[src/rtl/ft_pkg.sv]
// Shared types and constants for the lockstep recovery controller.
package ft_pkg;

    typedef enum logic [2:0] {
        IDLE    = 3'd0,
        DRAIN   = 3'd1,
        RESTORE = 3'd2,
        SET_PC  = 3'd3,
        RESUME  = 3'd4
    } recovery_state_e;

    localparam int unsigned CNT_W = 32'd8;

    // Increment that sticks at all-ones instead of wrapping.
    function automatic logic [CNT_W-1:0] sat_inc(input logic [CNT_W-1:0] value);
        logic [CNT_W-1:0] result;
        if (value == {CNT_W{1'b1}}) begin
            result = value;
        end else begin
            result = value + {{(CNT_W-1){1'b0}}, 1'b1};
        end
        return result;
    endfunction

endpackage

[src/rtl/ft_shadow_rf.sv]
// Shadow copy of the golden register file: one write port, one combinational
// read port, and a per-entry valid bitmap with synchronous clear.
module ft_shadow_rf #(
    parameter int unsigned ADDR_WIDTH = 32'd5,
    parameter int unsigned DATA_WIDTH = 32'd32
) (
    input  logic                  clk_i,
    input  logic                  rst_ni,
    input  logic                  clr_i,
    input  logic                  we_i,
    input  logic [ADDR_WIDTH-1:0] waddr_i,
    input  logic [DATA_WIDTH-1:0] wdata_i,
    input  logic [ADDR_WIDTH-1:0] raddr_i,
    output logic [DATA_WIDTH-1:0] rdata_o,
    output logic                  rvalid_o
);

    localparam int unsigned DEPTH = 2 ** ADDR_WIDTH;

    logic [DATA_WIDTH-1:0] mem_r [DEPTH];
    logic [DEPTH-1:0]      valid_r;
    logic [DEPTH-1:0]      wr_mask_s;
    logic [DEPTH-1:0]      valid_n_s;

    // A write in the same cycle as a clear survives: it belongs to the next recovery.
    always_comb begin
        wr_mask_s = {{(DEPTH-1){1'b0}}, we_i} << waddr_i;
        valid_n_s = (clr_i ? {DEPTH{1'b0}} : valid_r) | wr_mask_s;
    end

    // Data storage, last write to an index wins.
    always_ff @(posedge clk_i or negedge rst_ni) begin
        if (!rst_ni) begin
            for (int unsigned i = 32'd0; i < DEPTH; i++) begin
                mem_r[i] <= {DATA_WIDTH{1'b0}};
            end
        end else if (we_i) begin
            mem_r[waddr_i] <= wdata_i;
        end
    end

    // Valid bitmap register.
    always_ff @(posedge clk_i or negedge rst_ni) begin
        if (!rst_ni) begin
            valid_r <= {DEPTH{1'b0}};
        end else begin
            valid_r <= valid_n_s;
        end
    end

    assign rdata_o  = mem_r[raddr_i];
    assign rvalid_o = valid_r[raddr_i];

endmodule

[src/rtl/ft_recovery_ctrl.sv]
// Recovery sequencer: captures the golden state streamed by ft_module, halts
// both lockstep cores, replays the registers and PC into them, then releases.
module ft_recovery_ctrl
    import ft_pkg::*;
#(
    parameter int unsigned ADDR_WIDTH    = 32'd5,
    parameter int unsigned DATA_WIDTH    = 32'd32,
    parameter int unsigned DRAIN_TIMEOUT = 32'd64,
    parameter bit          SKIP_X0       = 1'b1
) (
    input  logic                  clk_i,
    input  logic                  rst_ni,
    input  logic                  fetch_block_i,
    input  logic [ADDR_WIDTH-1:0] addr_i,
    input  logic [DATA_WIDTH-1:0] data_i,
    input  logic [DATA_WIDTH-1:0] spc_i,
    input  logic                  core_idle_i,
    output logic                  halt_o,
    output logic                  rf_we_o,
    output logic [ADDR_WIDTH-1:0] rf_addr_o,
    output logic [DATA_WIDTH-1:0] rf_wdata_o,
    output logic                  pc_set_o,
    output logic [DATA_WIDTH-1:0] pc_o,
    output logic                  busy_o,
    output logic                  timeout_o,
    output logic [CNT_W-1:0]      recovery_cnt_o
);

    localparam int unsigned DEPTH = 2 ** ADDR_WIDTH;
    localparam int unsigned TMR_W = $clog2(DRAIN_TIMEOUT + 32'd1);

    localparam logic [ADDR_WIDTH-1:0] IDX_ZERO = {ADDR_WIDTH{1'b0}};
    localparam logic [ADDR_WIDTH-1:0] IDX_ONE  = {{(ADDR_WIDTH-1){1'b0}}, 1'b1};
    localparam logic [ADDR_WIDTH-1:0] IDX_MAX  = ADDR_WIDTH'(DEPTH - 32'd1);
    localparam logic [TMR_W-1:0]      TMR_ZERO = {TMR_W{1'b0}};
    localparam logic [TMR_W-1:0]      TMR_ONE  = {{(TMR_W-1){1'b0}}, 1'b1};
    localparam logic [TMR_W-1:0]      TMR_LAST = TMR_W'(DRAIN_TIMEOUT - 32'd1);

    recovery_state_e       state_r, state_n_s;
    logic [ADDR_WIDTH-1:0] idx_r, idx_n_s;
    logic [TMR_W-1:0]      drain_cnt_r, drain_cnt_n_s;
    logic                  expired_s;
    logic                  pending_r, pending_n_s;
    logic                  clr_valid_s;
    logic                  rf_we_n_s;
    logic [DATA_WIDTH-1:0] rd_data_s;
    logic                  rd_valid_s;
    logic [DATA_WIDTH-1:0] pc_latch_r;

    logic                  halt_r;
    logic                  busy_r;
    logic                  rf_we_r;
    logic [ADDR_WIDTH-1:0] rf_addr_r;
    logic [DATA_WIDTH-1:0] rf_wdata_r;
    logic                  pc_set_r;
    logic [DATA_WIDTH-1:0] pc_r;
    logic                  timeout_r;
    logic [CNT_W-1:0]      recovery_cnt_r;

    // The shadow is read at the upcoming sweep index so replay outputs can be registered.
    ft_shadow_rf #(
        .ADDR_WIDTH (ADDR_WIDTH),
        .DATA_WIDTH (DATA_WIDTH)
    ) u_shadow (
        .clk_i    (clk_i),
        .rst_ni   (rst_ni),
        .clr_i    (clr_valid_s),
        .we_i     (fetch_block_i),
        .waddr_i  (addr_i),
        .wdata_i  (data_i),
        .raddr_i  (idx_n_s),
        .rdata_o  (rd_data_s),
        .rvalid_o (rd_valid_s)
    );

    // Next-state logic for the recovery sequence.
    always_comb begin
        state_n_s = state_r;
        case (state_r)
            IDLE: begin
                if (fetch_block_i) state_n_s = DRAIN;
                else               state_n_s = IDLE;
            end
            DRAIN: begin
                if (!fetch_block_i && (core_idle_i || expired_s)) state_n_s = RESTORE;
                else                                               state_n_s = DRAIN;
            end
            RESTORE: begin
                if (idx_r == IDX_MAX) state_n_s = SET_PC;
                else                  state_n_s = RESTORE;
            end
            SET_PC: state_n_s = RESUME;
            RESUME: begin
                if (pending_r || fetch_block_i) state_n_s = DRAIN;
                else                            state_n_s = IDLE;
            end
            default: state_n_s = IDLE;
        endcase
    end

    // Sweep index, drain timer, pending request and replay write qualification.
    always_comb begin
        expired_s     = (drain_cnt_r >= TMR_LAST);
        idx_n_s       = (state_r == RESTORE) ? (idx_r + IDX_ONE) : IDX_ZERO;
        drain_cnt_n_s = TMR_ZERO;
        if (state_r == DRAIN) begin
            drain_cnt_n_s = expired_s ? drain_cnt_r : (drain_cnt_r + TMR_ONE);
        end else begin
            drain_cnt_n_s = TMR_ZERO;
        end
        pending_n_s = pending_r;
        if ((state_n_s == DRAIN) && (state_r != DRAIN)) begin
            pending_n_s = 1'b0;
        end else if (fetch_block_i && ((state_r == RESTORE) || (state_r == SET_PC))) begin
            pending_n_s = 1'b1;
        end else begin
            pending_n_s = pending_r;
        end
        // Cores stay halted across a back-to-back recovery, so entries already replayed
        // are still correct in the cores; keep the bitmap so new captures are not lost.
        clr_valid_s = (state_r == RESUME) && !pending_r;
        rf_we_n_s   = (state_n_s == RESTORE) && rd_valid_s &&
                      !(SKIP_X0 && (idx_n_s == IDX_ZERO));
    end

    // Sequencer state and capture registers.
    always_ff @(posedge clk_i or negedge rst_ni) begin
        if (!rst_ni) begin
            state_r     <= IDLE;
            idx_r       <= IDX_ZERO;
            drain_cnt_r <= TMR_ZERO;
            pending_r   <= 1'b0;
            pc_latch_r  <= {DATA_WIDTH{1'b0}};
        end else begin
            state_r     <= state_n_s;
            idx_r       <= idx_n_s;
            drain_cnt_r <= drain_cnt_n_s;
            pending_r   <= pending_n_s;
            if (fetch_block_i) begin
                pc_latch_r <= spc_i;
            end
        end
    end

    // Registered outputs, derived from the state being entered so they align with it.
    always_ff @(posedge clk_i or negedge rst_ni) begin
        if (!rst_ni) begin
            halt_r         <= 1'b0;
            busy_r         <= 1'b0;
            rf_we_r        <= 1'b0;
            rf_addr_r      <= IDX_ZERO;
            rf_wdata_r     <= {DATA_WIDTH{1'b0}};
            pc_set_r       <= 1'b0;
            pc_r           <= {DATA_WIDTH{1'b0}};
            timeout_r      <= 1'b0;
            recovery_cnt_r <= {CNT_W{1'b0}};
        end else begin
            halt_r     <= (state_n_s != IDLE);
            busy_r     <= (state_n_s != IDLE);
            rf_we_r    <= rf_we_n_s;
            rf_addr_r  <= (state_n_s == RESTORE) ? idx_n_s : IDX_ZERO;
            rf_wdata_r <= (state_n_s == RESTORE) ? rd_data_s : {DATA_WIDTH{1'b0}};
            pc_set_r   <= (state_n_s == SET_PC);
            if (state_n_s == SET_PC) begin
                pc_r <= pc_latch_r;
            end
            timeout_r <= timeout_r | ((state_r == DRAIN) && expired_s && !core_idle_i);
            if (state_r == RESUME) begin
                recovery_cnt_r <= sat_inc(recovery_cnt_r);
            end
        end
    end

    assign halt_o         = halt_r;
    assign busy_o         = busy_r;
    assign rf_we_o        = rf_we_r;
    assign rf_addr_o      = rf_addr_r;
    assign rf_wdata_o     = rf_wdata_r;
    assign pc_set_o       = pc_set_r;
    assign pc_o           = pc_r;
    assign timeout_o      = timeout_r;
    assign recovery_cnt_o = recovery_cnt_r;

endmodule

[config.mk]
export PLATFORM = sky130hd
export DESIGN_NAME = ft_recovery_ctrl
export DESIGN_NICKNAME = d
export VERILOG_FILES = /design/src/rtl/ft_pkg.sv /design/src/rtl/ft_shadow_rf.sv /design/src/rtl/ft_recovery_ctrl.sv
export SDC_FILE = /design/constraint.sdc
export NUM_CORES = 2
export LEC_CHECK = 0
export CAP_MARGIN = 20
export CELL_PAD_IN_SITES_DETAIL_PLACEMENT = 1
export CELL_PAD_IN_SITES_GLOBAL_PLACEMENT = 2
export CORE_MARGIN = 2
export CORE_UTILIZATION = 30
export CTS_CLUSTER_SIZE = 16
export DETAILED_ROUTE_END_ITERATION = 7
export GPL_TIMING_DRIVEN = 0
export PLACE_DENSITY = 0.56
export SETUP_SLACK_MARGIN = 0.5
export SYNTH_ARGS = -nofsm -noshare
export SYNTH_HDL_FRONTEND = slang
export SYNTH_SLANG_ARGS = --single-unit
export TNS_END_PERCENT = 100
[constraint.sdc]
create_clock -name clk_i -period 3 [get_ports clk_i]
set_input_delay 0.45 -clock clk_i [delete_from_list [all_inputs] [get_ports clk_i]]
set_output_delay 0.45 -clock clk_i [all_outputs]
set_load 0.02 [all_outputs]
==> results.txt <==
CP arrival = 3.60 ns
Io pins = 155
Sequential share of power = 35.2%
Clock skew = 0.03366 ns
Synth area leaders = dfrtp_1 53%, mux2_2 23%, nor2_1 2.4%
Final Hold Viols = 0
Worst relative slew slack = 26.90%
Clk pwr share = 30.9%
Syn_area_per_cell = 11.59 µm²
Final core occ = 37.68%
Worst-path clk slew = 0.06 ns
Max Root-Sink Buffers = 3
Chip width = 435.5 µm
PortBufs = 151
CP delay by family, top = simple AND/OR/NAND/NOR gates
RSZ-0062 raised after global routing = yes
Clk root buf = clkbuf_16
Max-slew violation count = 0
DR WL/cell = 28.96 µm
Final setup fails = 0
Core Box Area = 185,200 µm²
Sink Count = 1,185
Int Pwr = 38.22 mW
Synth top area share = 53.09%
Crit Path Max Fanout = 6
Power Density = 854.9 nW/µm²
CTS buffer count = 149
Post-synth top cells = 1,185 x dfrtp_1, 1,121 x mux2_2, 350 x nor2_1
First-pass GRT wire length = 324,700 µm
Dpl hpwl = 169,900 µm
Slowest CP cell = dfrtp_2
Sw frac = 35.95%
Sequential fraction of the synthesis area = 53.09%
CP Cell Sequence = ha_4 -> and3_4 -> ha_4 -> o31ai_4 -> o311ai_4 -> buf_6 -> or3_4 -> buf_12 -> buf_16 -> nor3_4 -> a211o_4
Post-layout min period = 2.885 ns
Area leader, netlist = dfrtp_1
Share of cells above drive strength 1 = 37.51%
Post-synth top flop = dfrtp_1
Via count = 40.89k
Worst path required time = 3.72 ns
# H-tree levels = 4
P_leak = 29.91 nW
Synth cell types = 66
Comb pwr share = 33.9%
Total grt overflow = 0
CP most frequent cell = ha_4
Initial core utilization = 30.15%
Die height = 435.5 µm
Die area = 189,700 µm²
Syn Inst Count = 4,818
Synth warnings = 0
Post-Route WL = 226,500 µm
Nets@finish = 5,280
FF+latch area = 29,660 µm²
Slew @ Worst Pin = 1.096 ns
GRT Total Usage = 23.43%
Min-Delay Path Class = primary input to flip-flop
Area growth syn-to-layout = 24.96%
Number of synthesized register bits = 1,185
Drt drc = 0
Number of flops mapped to enable cells by yosys = 0
Maximum number of pins on one net before global-route repair = 162
Final-layout fill cell count = 19.77k
Number of global-route vias before repair = 43.84k
Outcome = completed
Slowest stage delay, CP = 0.45 ns
Initial DRT Pass Iterations = 5
Post-synthesis instance area = 55,860 µm²
Initial antenna violation count = 13
Count leader, synth = dfrtp_1
# rows = 158
Net Count, Synth = 4,895
CP bufs+invs = 3
TritonCTS clock tree = built
CP Launch Type = flip-flop
Post-route ant nets = 0
Worst Slack Setup Final = 0.1150 ns
Fin crit share = 96.17%
Crit path kind = flip-flop to flip-flop
Async set or reset register ratio after synthesis = 100.0%
Clk_lat worst skew = 0.80 ns
Max Clk Rate = 346.6 MHz
Vias/cell = 5.229
Area of the multi-input gates = 25,860 µm²
1st-iter DRT viols = 2,307
MaxCap Viol Count = 0
Pre-CTS WS = -1.755 ns
Setup crit end kind = flip-flop
Placer Congestion = 0.8376
Worst VDD drop = 0.4606 mV
Sw power = 21.45 mW
-- cells in the final DEF (no fill, tap or decap), types with 31 or more instances in the layout --
cell                n
nor2_1            328
buf_6              31
clkbuf_8           37
nor3_4             31
dfrtp_1          1183
mux2_2           1121
nand3_1           231
o211ai_1           94
o21ai_0           112
clkbuf_16         166
buf_8              32
buf_1              37
a221oi_1           56
buf_12             35
nor2b_1           185
a22oi_1           152
nand2_1           177
a31oi_1           155
buf_2              73
o22ai_1            40
clkdlybuf4s50_1   149
clkbuf_4           45
clkbuf_1          181
o22ai_2            36
a21oi_1            83
a311o_1            31
clkbuf_2           83
buf_4              59
-- cells by family after synthesis --
group,synth area share [%]
AO/OA/AOI/OAI,11.40
flip-flops,53.09
AND/OR/NAND/NOR,8.741
multiplexers,22.73
buffers and inverters,3.714
adder cells (fa/ha/maj),0.08961
XOR/XNOR,0.2352
-- stage by stage --
stage                     setup TNS (ns)  area [µm²]  std cells  power, mW  hold WS [ns]
after floorplan                        0       55860       4818      30.15        0.1544
after global placement                 -       60470       7449      37.54        0.4505
after detailed placement         -790.93       61030       7477      38.18        0.4529
after CTS                              0       68280       7773      58.88       -0.3008
after global routing                   0       69770       7808      62.51        0.2443
final                                  0       69800       7820      59.67        0.2742
-- worst register-to-register path: stages, from the launching register on --
cell,delay [ns]
dfrtp_2,0.45
ha_4,0.18
and3_4,0.18
ha_4,0.18
o31ai_4,0.21
o311ai_4,0.13
buf_6,0.16
or3_4,0.44
buf_12,0.17
buf_16,0.14
nor3_4,0.37
a211o_4,0.21
-- path summary, 6_finish.rpt --
path	cells after the start	endpoint	slack [ns]	from
min in group asynchronous	2	u_shadow.mem_r[830]$_DFFE_PN0P_	0.48	rst_ni
max in group asynchronous	5	u_shadow.mem_r[262]$_DFFE_PN0P_	0.48	rst_ni
hold / removal	2	pc_latch_r[19]$_DFFE_PN0P_	0.27	spc_i[19]
setup reg to reg	11	rf_wdata_o[21]$_DFF_PN0_	0.12	idx_r[0]$_DFF_PN0_
setup / recovery	11	rf_wdata_o[21]$_DFF_PN0_	0.12	idx_r[0]$_DFF_PN0_
hold reg to reg	1	timeout_o$_DFF_PN0_	0.46	timeout_o$_DFF_PN0_
-- metal layers --
metal | GRT usage, % | part of all wire, % | vias up | wire length [µm]
met1 | 32.23 | 46 | 21530 | 104400
met5 | 0 | 0 | - | 0
met4 | 6.222 | 2.7 | 0 | 6054
met2 | 38.51 | 48 | 736 | 107900
li1 | - | - | 18343 | -
met3 | 3.266 | 3.6 | 281 | 8071
-- layout make-up --
type | instances | share of cell area [%]
diodes | 14 | 0.05019
plain buffers | 486 | 4.605
clock buffers | 229 | 6.459
clock inverters | 45 | 0.6668
inverters | 10 | 0.1255
multi-input cells | 3137 | 37.05
flip-flops and latches | 1185 | 42.49
well taps | 2480 | 4.446
repair buffers | 234 | 4.110
-- power by group through the flow --
stage          clock network [mW]  registers (mW)  logic [mW]
3_5_place_dp                    0            21.2        17.0
6_report                     18.4            21.0        20.2
2_1_floorplan                   0            20.8        9.37
3_3_place_gp                    0            21.3        16.3
5_1_grt                      19.6            21.4        21.5
4_1_cts                      18.9            20.9        19.0
-- sequential cells by signal (all words and copies together), names as in the netlist, 3 cells and up --
name,count
u_shadow.mem_r,1024
pc_latch_r,32
pc_o,32
rf_wdata_o,32
u_shadow.valid_r,32
recovery_cnt_o,8
drain_cnt_r,7
idx_r,5
rf_addr_o,5
state_r,3
-- timing repair --
action / in CTS / in global routing
endpoints found under the hold margin: 155 / 155
setup endpoints to repair: 969 / 799
pin swaps: 75 / 110
resized for setup: 572 / 371
setup buffers: 18 / 24
cloned: 4 / 7
No activity file was read; power rests on OpenSTA's default activity.
